`config.mk`:
```
export PLATFORM = sky130hd
export DESIGN_NAME = div_int
export DESIGN_NICKNAME = d
export VERILOG_FILES = /design/src/rtl/div_pkg.sv /design/src/rtl/div_step.sv /design/src/rtl/div_int.sv
export SDC_FILE = /design/constraint.sdc
export NUM_CORES = 1
export LEC_CHECK = 0
export BUFFER_PORTS_ARGS = -buffer_cell sky130_fd_sc_hd__buf_2
export CAP_MARGIN = 20
export CORE_ASPECT_RATIO = 1.1
export CORE_MARGIN = 10
export CORE_UTILIZATION = 50
export CTS_BUF_LIST = sky130_fd_sc_hd__clkbuf_8 sky130_fd_sc_hd__clkbuf_16
export DETAILED_ROUTE_END_ITERATION = 6
export HOLD_SLACK_MARGIN = 0.1
export MAX_ROUTING_LAYER = met4
export PLACE_DENSITY = 0.79
export SLEW_MARGIN = 5
export SYNTH_ARGS = -nofsm -noshare
export SYNTH_HDL_FRONTEND = slang
export SYNTH_SLANG_ARGS = --single-unit
```
`constraint.sdc`:
```
create_clock -name CLK -period 3.4 [get_ports CLK]
set_input_delay 0.68 -clock CLK [delete_from_list [all_inputs] [get_ports CLK]]
set_output_delay 0.68 -clock CLK [all_outputs]
set_load 0.1 [all_outputs]
```
`src/rtl/div_pkg.sv`:
```
// Shared encodings for the iterative integer divider: operation codes,
// FSM states, default operand width and per-operation sign/select flags.
package div_pkg;

  localparam int DIV_WIDTH = 32;

  typedef enum logic [1:0] {
    OP_DIV  = 2'b00,
    OP_DIVU = 2'b01,
    OP_REM  = 2'b10,
    OP_REMU = 2'b11
  } div_op_e;

  typedef enum logic [1:0] {
    ST_IDLE = 2'b00,
    ST_CALC = 2'b01,
    ST_FIN  = 2'b10
  } div_state_e;

  // Latched at accept time so operand bus changes mid-flight are harmless.
  typedef struct packed {
    logic is_rem;
    logic neg_q;
    logic neg_r;
  } div_flags_t;

  function automatic logic op_is_signed(div_op_e op);
    return (op == OP_DIV) || (op == OP_REM);
  endfunction

  function automatic logic op_is_rem(div_op_e op);
    return (op == OP_REM) || (op == OP_REMU);
  endfunction

endpackage

```
`src/rtl/div_step.sv`:
```
// One restoring radix-2 iteration: shift the next dividend bit into the
// partial remainder, trial-subtract the divisor, emit one quotient bit.
module div_step #(
  parameter int WIDTH = 32
) (
  input  logic [WIDTH-1:0] rem,
  input  logic [WIDTH-1:0] quo,
  input  logic [WIDTH-1:0] dvs,
  output logic [WIDTH-1:0] rem_nxt,
  output logic [WIDTH-1:0] quo_nxt
);

  logic [WIDTH:0] shifted;
  logic [WIDTH:0] trial;

  // rem < dvs always holds, so the shifted value fits in WIDTH+1 bits and
  // the top bit of the trial difference is a clean borrow flag.
  assign shifted = {rem, quo[WIDTH-1]};
  assign trial   = shifted - {1'b0, dvs};

  assign rem_nxt = trial[WIDTH] ? shifted[WIDTH-1:0] : trial[WIDTH-1:0];
  assign quo_nxt = {quo[WIDTH-2:0], ~trial[WIDTH]};

endmodule

```
`src/rtl/div_int.sv`:
```
// Multi-cycle integer divider for the EX stage: DIV/DIVU/REM/REMU with
// RISC-V style divide-by-zero and signed-overflow results.
module div_int
  import div_pkg::*;
#(
  parameter int WIDTH = DIV_WIDTH
) (
  input  logic             CLK,
  input  logic             RESET,
  input  logic             START,
  input  logic [WIDTH-1:0] OP1,
  input  logic [WIDTH-1:0] OP2,
  input  logic [1:0]       DIV_OP,
  output logic             BUSY,
  output logic             DONE,
  output logic [WIDTH-1:0] RESULT
);

  localparam int CW = $clog2(WIDTH + 1);
  localparam logic [WIDTH-1:0] SMIN = {1'b1, {(WIDTH-1){1'b0}}};

  div_state_e       state_q, state_d;
  logic [CW-1:0]    cnt_q, cnt_d;
  logic [WIDTH-1:0] rem_q, rem_d;
  logic [WIDTH-1:0] quo_q, quo_d;
  logic [WIDTH-1:0] dvs_q, dvs_d;
  logic [WIDTH-1:0] res_q, res_d;
  div_flags_t       flg_q, flg_d;

  div_op_e          op_in;
  logic             sgn_in, rem_in, a_neg, b_neg;
  logic [WIDTH-1:0] a_mag, b_mag;
  logic [WIDTH-1:0] step_rem, step_quo;
  logic [WIDTH-1:0] q_fix, r_fix;

  assign op_in  = div_op_e'(DIV_OP);
  assign sgn_in = op_is_signed(op_in);
  assign rem_in = op_is_rem(op_in);
  assign a_neg  = sgn_in & OP1[WIDTH-1];
  assign b_neg  = sgn_in & OP2[WIDTH-1];
  assign a_mag  = a_neg ? -OP1 : OP1;
  assign b_mag  = b_neg ? -OP2 : OP2;

  div_step #(.WIDTH(WIDTH)) u_step (
    .rem     (rem_q),
    .quo     (quo_q),
    .dvs     (dvs_q),
    .rem_nxt (step_rem),
    .quo_nxt (step_quo)
  );

  // Zero results are left unnegated so -0 never escapes.
  assign q_fix = (flg_q.neg_q && quo_q != '0) ? -quo_q : quo_q;
  assign r_fix = (flg_q.neg_r && rem_q != '0) ? -rem_q : rem_q;

  always_comb begin
    state_d = state_q;
    cnt_d   = cnt_q;
    rem_d   = rem_q;
    quo_d   = quo_q;
    dvs_d   = dvs_q;
    res_d   = res_q;
    flg_d   = flg_q;
    unique case (state_q)
      ST_IDLE: begin
        if (START) begin
          flg_d = '{is_rem: rem_in, neg_q: a_neg ^ b_neg, neg_r: a_neg};
          if (OP2 == '0) begin
            res_d   = rem_in ? OP1 : '1;
            state_d = ST_FIN;
          end else if (sgn_in && OP1 == SMIN && OP2 == '1) begin
            res_d   = rem_in ? '0 : SMIN;
            state_d = ST_FIN;
          end else begin
            rem_d   = '0;
            quo_d   = a_mag;
            dvs_d   = b_mag;
            cnt_d   = CW'(WIDTH);
            state_d = ST_CALC;
          end
        end
      end
      // WIDTH steps while the counter runs down, then one cycle to sign-fix.
      ST_CALC: begin
        if (cnt_q != '0) begin
          rem_d = step_rem;
          quo_d = step_quo;
          cnt_d = cnt_q - CW'(1);
        end else begin
          res_d   = flg_q.is_rem ? r_fix : q_fix;
          state_d = ST_FIN;
        end
      end
      ST_FIN:  state_d = ST_IDLE;
      default: state_d = ST_IDLE;
    endcase
  end

  always_ff @(posedge CLK) begin
    if (!RESET) begin
      state_q <= ST_IDLE;
      cnt_q   <= '0;
      rem_q   <= '0;
      quo_q   <= '0;
      dvs_q   <= '0;
      res_q   <= '0;
      flg_q   <= '0;
    end else begin
      state_q <= state_d;
      cnt_q   <= cnt_d;
      rem_q   <= rem_d;
      quo_q   <= quo_d;
      dvs_q   <= dvs_d;
      res_q   <= res_d;
      flg_q   <= flg_d;
    end
  end

  assign BUSY   = (state_q == ST_CALC);
  assign DONE   = (state_q == ST_FIN);
  assign RESULT = res_q;

endmodule

```
==> run summary, run 1 <==
Final setup TNS - 0 ns
# IOs - 103
Worst-Skew Late Latency - 0.43 ns
Fin cells - 1,758
Synthesis-to-layout area growth - 16.25%
Synth Area in Compound Gates - 27.46%
Placed Area - 11,430 sq um
Layout cells sized above 1 - 14.65%
HPWL after detailed placement - 27,240 um
Register area share after synthesis - 26.81%
Post-synthesis mux area share - 1.254%
First-pass GRT wire length - 56,410 um
H-tree depth - 4
Post-Synthesis Cells - 1,389
Netlist cell types - 65
Clock skew - 0.009398 ns
Die Width - 157.4 um
Worst Tran Pin Value - 0.7495 ns
RSZ-0062 raised after global routing - no
Most used flip-flop cell after synthesis - dfxtp_1
Slowest CP cell - or4b_1
Synthesized Nets - 1,498
Fin. Hold Viols - 0
WP buf/inv - 1
Placed cell count - 1,726
Initial core utilization - 50.61%
GP Congestion - 0.9893
Antenna Nets Post-Route - 0
Clock Sinks - 139
Drt wl/cell - 20.22 um
Final setup fails - 0
Pre-CTS WS - 0.2029 ns
Vias - 11,100
WP data required - 3.72 ns
Number of global-route vias before repair - 10,490
Gr usage total - 26.95%
Synth Register Bits - 139
Reg clk slew, reported paths - 0.06 ns
Post-synthesis instance area - 10,380 sq um
Largest net degree at the start of global routing - 68
CTS root buf - clkbuf_16
Core ar. - 20,510 sq um
Status - finished clean
CTS tree - yes
Setup crit end kind - flop
LEAKAGE - 4.999 nW
Pwr Total - 6.493 mW
CP Max Fanout - 11
Synth warnings - 0
Syn_area_per_cell - 7.472 sq um
Fin crit share - 95.84%
Die height - 171.1 um
Worst setup SP type - flop
CTS buffer count - 17
Maximum clock frequency - 0.3069 GHz
FFs w/ async S/R, synth - 0%
Worst Hold Class - reg -> reg
Largest family of logic cells by synthesized area - compound AO/OA/AOI/OAI gates
PD cells - 538.2 nW/um^2
Post-layout net count - 1,598
# port buffers - 102
DRC violations left - 0
MaxCap Viol Count - 0
Total inserted antenna cells - 0
Initial antenna violation count - 0
Post-synthesis simple-gate area fraction - 21.87%
Final instance area - 12,070 sq um
Min Tclk post-route - 3.259 ns
Slew Limit Headroom - 49.80%
Most used cell, CP - o21ai_1
Std-Cell Rows - 55
Cell family with most CP delay - simple AND/OR/NAND/NOR gates
Filler cells - 1,885
CP Cell Sequence - or4_1 > or4b_1 > o41a_1 > buf_4 > o31ai_1 > xor2_1 > o21ai_1 > a21oi_1 > o21ai_1
Slew Viols, Final - 0
Final Worst Setup Slack - 0.1414 ns
VDD IR max - 0.3800 mV
CTS max path bufs - 2
Vias/cell - 6.313
Total wire length - 35,550 um
Synth Area in Adders - 4.895%
DRT iter0 DRCs - 1,161
Die area - 26,930 sq um
DRT Pass-1 Iters - 5
GRT overflow - 0
Post-synth EDFFs - 0
WS Path Type - reg -> reg
Worst path max stage delay - 0.62 ns
Synth Area in XOR/XNOR - 12.32%
CP arrival - 3.58 ns
==> routing by layer <==
metal	global-route usage, %	up-vias	routed length [um]
li1	-	5274	-
met1	31.70	5177	14210
met2	42.85	533	16550
met3	4.494	114	2765
met4	15.50	0	2027
met5	-	-	0
==> synthesized netlist by cell type (24+ instances only) <==
| library cell | number | area share (%) |
|---|---|---|
| a21oi_1 | 98 | 4.7 |
| o21ai_1 | 24 | 1.2 |
| or4_1 | 24 | 1.7 |
| a211oi_1 | 44 | 3.2 |
| inv_1 | 53 | 1.9 |
| clkbuf_1 | 68 | 2.5 |
| o31ai_1 | 32 | 2.3 |
| o21ai_0 | 80 | 3.9 |
| nand2_1 | 160 | 5.8 |
| dfxtp_1 | 139 | 27 |
| nand3_1 | 39 | 1.9 |
| nor2_1 | 132 | 4.8 |
| xor2_1 | 74 | 6.2 |
| ha_1 | 39 | 4.7 |
| o211ai_1 | 27 | 2.0 |
| a32oi_1 | 24 | 2.0 |
| xnor2_1 | 72 | 6.1 |
==> tightest hold or removal path, cell delays in order (launching register included) <==
cell and delay (ns):
dfxtp_1 0.31, nand2_1 0.05, nand2_1 0.04
==> sequential cells by signal, indices dropped and copies added, names as in the netlist <==
register / count
RESULT: 32
rem_q: 32
cnt_q: 6
flg_q: 3
state_q: 2
quo_q: 32
dvs_q: 32
==> cells by family after synthesis <==
logic type,after synthesis
and+or+nand+nor,478
AOI/OAI and AO/OA,433
xor gates and xnor gates,146
buffers and inverters,140
DFF,139
adders and majority gates,40
muxes,13
==> per-stage QoR <==
step / hold slack, ns / utilization [%]
4_1_cts: 0.4379 / 58.80
5_1_grt: 0.4558 / 58.83
6_report: 0.4340 / 58.83
2_1_floorplan: 0.4463 / -
3_5_place_dp: 0.4270 / 55.75
3_3_place_gp: 0.4226 / 55.75
==> placed cells by master (no fill, tap or decap), types with 17 or more instances in the layout <==
cell type,n
nand2_1,160
buf_2,102
nand3_1,39
o21ai_0,80
o211ai_1,27
nor3_1,20
xor2_1,73
inv_1,54
or4_1,24
clkbuf_16,17
a211oi_1,44
o31ai_1,32
buf_4,60
ha_1,39
a21oi_1,97
dfxtp_1,139
xnor2_1,71
a32oi_1,24
o21ai_1,24
nand2b_1,19
nor2_1,129
==> power breakdown <==
part,switching [mW],internal (mW)
combinational,1.69,0.766
clock,0.788,1.23
sequential,0.187,1.84
==> path summary, 6_finish.rpt <==
kind                                    to  slack [ns]        from  cells after the start
worst max-delay path            RESULT[19]        0.14   quo_q[24]                      9
worst min register to register  RESULT[11]        0.43  RESULT[11]                      2
worst max register to register  RESULT[19]        0.14   quo_q[24]                      9
worst min-delay path            RESULT[11]        0.43  RESULT[11]                      2
==> timing repair <==
action	4_1_cts	5_1_grt
endpoints found under the hold margin	0	0
setup buffers	0	0
gates resized for setup	0	1
setup endpoints to repair	0	4
hold buffers	0	0
==> cell type report <==
class,count,area [sq um],share of cell area [%]
multi-input combinational,1110,7073,58.62
sequential,139,2783,23.06
timing repair buffer,167,1061,8.794
clock buffer,17,425.4,3.526
tap,256,320.3,2.655
inverter,54,202.7,1.680
clock inverter,15,200.2,1.659
(Power assumes the default switching activity.)
==> inputs of run 2 (changes only) <==
Settings changed: CORE_ASPECT_RATIO 1.1 to unset.
==> run 2 against run 1 <==
  * Clock skew about the same
  * Combinational power down 2%
  * Routed wire length about the same
  * Die area about the same
  * Cell count up 0.23%
  * Clock power up 7%
  * Register-to-register slack better by 0.096 ns
==> run summary, run 2 (same netlist as run 1, synthesis figures left out) <==
Post-CTS setup buffer count - 0 (unchanged)
Post-layout net count - 1,588 (-0.63%)
CTS tree - yes
LEAKAGE - 4.979 nW (-0.41%)
Antenna Nets Post-Route - 0 (unchanged)
Maximum clock frequency - 0.3162 GHz (+3.0%)
Worst Hold Class - reg -> reg
# IOs - 103 (unchanged)
Status - finished clean
Clock Sinks - 139 (unchanged)
Slew Limit Headroom - 41.67% (-8.1 points)
Reg clk slew, reported paths - 0.06 ns (about the same)
Total wire length - 35,540 um (about the same)
Fin. Hold Viols - 0 (unchanged)
Layout cells sized above 1 - 14.14% (-0.51 points)
WP data required - 3.72 ns (about the same)
Final setup TNS - 0 ns (unchanged)
Placed cell count - 1,730 (+0.23%)
Total inserted antenna cells - 0 (unchanged)
H-tree depth - 4 (unchanged)
First-pass GRT wire length - 56,870 um (+0.82%)
Worst-Skew Late Latency - 0.44 ns (about the same)
Final core occ - 59.42% (+0.59 points)
Synthesis-to-layout area growth - 16.23% (about the same)
CTS max path bufs - 2 (unchanged)
Final instance area - 12,060 sq um (about the same)
Slew Viols, Final - 0 (unchanged)
HPWL after detailed placement - 26,820 um (-1.5%)
Die height - 164.1 um (-4.1%)
Worst Tran Pin Value - 0.8750 ns (+0.1255 ns)
DRT iter0 DRCs - 1,306 (+12%)
Gr usage total - 26.81% (-0.14 points)
Drt wl/cell - 20.17 um (-0.28%)
Initial antenna violation count - 0 (unchanged)
VDD IR max - 0.4291 mV (+13%)
PD cells - 549.7 nW/um^2 (+2.1%)
Die Width - 164.1 um (+4.3%)
CTS root buf - clkbuf_16
CP Max Fanout - 6 (-5)
Initial core utilization - 51.13% (+0.52 points)
Fin cells - 1,762 (+0.23%)
Clock skew - 0.009748 ns (+0.0003497 ns)
Pwr Total - 6.631 mW (+2.1%)
MaxCap Viol Count - 0 (unchanged)
Final setup fails - 0 (unchanged)
Setup crit end kind - flop
Commonest non-fill, non-tap cells in the layout - nand2_1 (159), dfxtp_1 (139), nor2_1 (129)
Std-Cell Rows - 52 (-5.5%)
GRT overflow - 0 (unchanged)
# port buffers - 102 (unchanged)
Core ar. - 20,300 sq um (-1.0%)
Min Tclk post-route - 3.163 ns (-0.09593 ns)
Number of global-route vias before repair - 10,530 (+0.37%)
GP Congestion - 0.9865 (-0.28%)
CP arrival - 3.48 ns (-0.10 ns)
Worst setup SP type - flop
Die area - 26,920 sq um (about the same)
CTS buffer count - 17 (unchanged)
RSZ-0062 raised after global routing - no
Vias/cell - 6.336 (+0.37%)
Vias - 11,160 (+0.59%)
DRC violations left - 0 (unchanged)
Largest net degree at the start of global routing - 68 (unchanged)
Fin crit share - 93.02% (-2.8 points)
Commonest non-fill, non-tap cell in the layout - nand2_1
DRT Pass-1 Iters - 5 (unchanged)
Placed Area - 11,390 sq um (-0.39%)
WS Path Type - reg -> reg
[run 2: cell count changes in the layout (fill, tap and decap cells not counted)]
cell,change
clkinvlp_4,-2
bufinv_16,+2
buf_12,+1
a221oi_2,-1
clkinv_2,+1
inv_1,-1
nand2_1,-1
nand2_2,+1
a221oi_1,+1
buf_4,-11
[run 2: worst max-delay path: stages, from the launching register on]
cell      delay [ns]
dfxtp_1         0.35
inv_1           0.08
ha_1            0.37
a21oi_1         0.19
o21ai_0         0.13
a221oi_1        0.47
nand2_1         0.21
a31oi_1         0.45
xor2_2          0.23
buf_4           0.22
a311o_1         0.35
[run 2: what timing repair did]
item | in CTS | in global routing
endpoints found under the setup margin | 0 | 1
hold buffers | 0 | 0
gates resized for setup | 0 | 1
[run 2: worst paths after layout]
| check | startpoint | end | slack [ns] | depth (start not counted) |
|---|---|---|---|---|
| worst min-delay path | RESULT[11] | RESULT[11] | 0.44 | 2 |
| worst max register to register | dvs_q[11] | rem_q[14] | 0.24 | 10 |
| worst max-delay path | dvs_q[11] | rem_q[14] | 0.24 | 10 |
| worst min register to register | RESULT[11] | RESULT[11] | 0.44 | 2 |
[run 2: final cells by class]
type / instances / area [sq um]
Sequential cell: 139 / 2783
Inverter: 54 / 202.7
Clock buffer: 17 / 425.4
Timing Repair Buffer: 157 / 998.5
Fill cell: 1893 / 8237
Tap cell: 270 / 337.8
Clock inverter: 15 / 246.5
Multi-Input combinational cell: 1110 / 7069
[run 2: routing by layer]
metal / global-route usage [%] / wire, um / up-vias
met1: 35.87 / 15310 / 5217
met3: 4.230 / 3242 / 98
met5: - / 0 / -
li1: - / - / 5246
met2: 39.69 / 15660 / 603
met4: 10.52 / 1319 / 0
[run 2: stage by stage]
stage / setup WS [ns] / hold WS (ns)
finish: 0.2373 / 0.4394
global route: 0.02567 / 0.4650
CTS: 0.3022 / 0.4407
detailed placement: 0.08342 / 0.4320
global placement: 0.1067 / 0.4279
floorplan: 0.3658 / 0.4463
[run 2: report_power, final]
part	total (mW)	internal, mW	switching [mW]
clock network	2.16	1.38	0.785
registers	2.05	1.84	0.219
logic	2.41	0.742	1.67
total	6.63	3.96	2.68
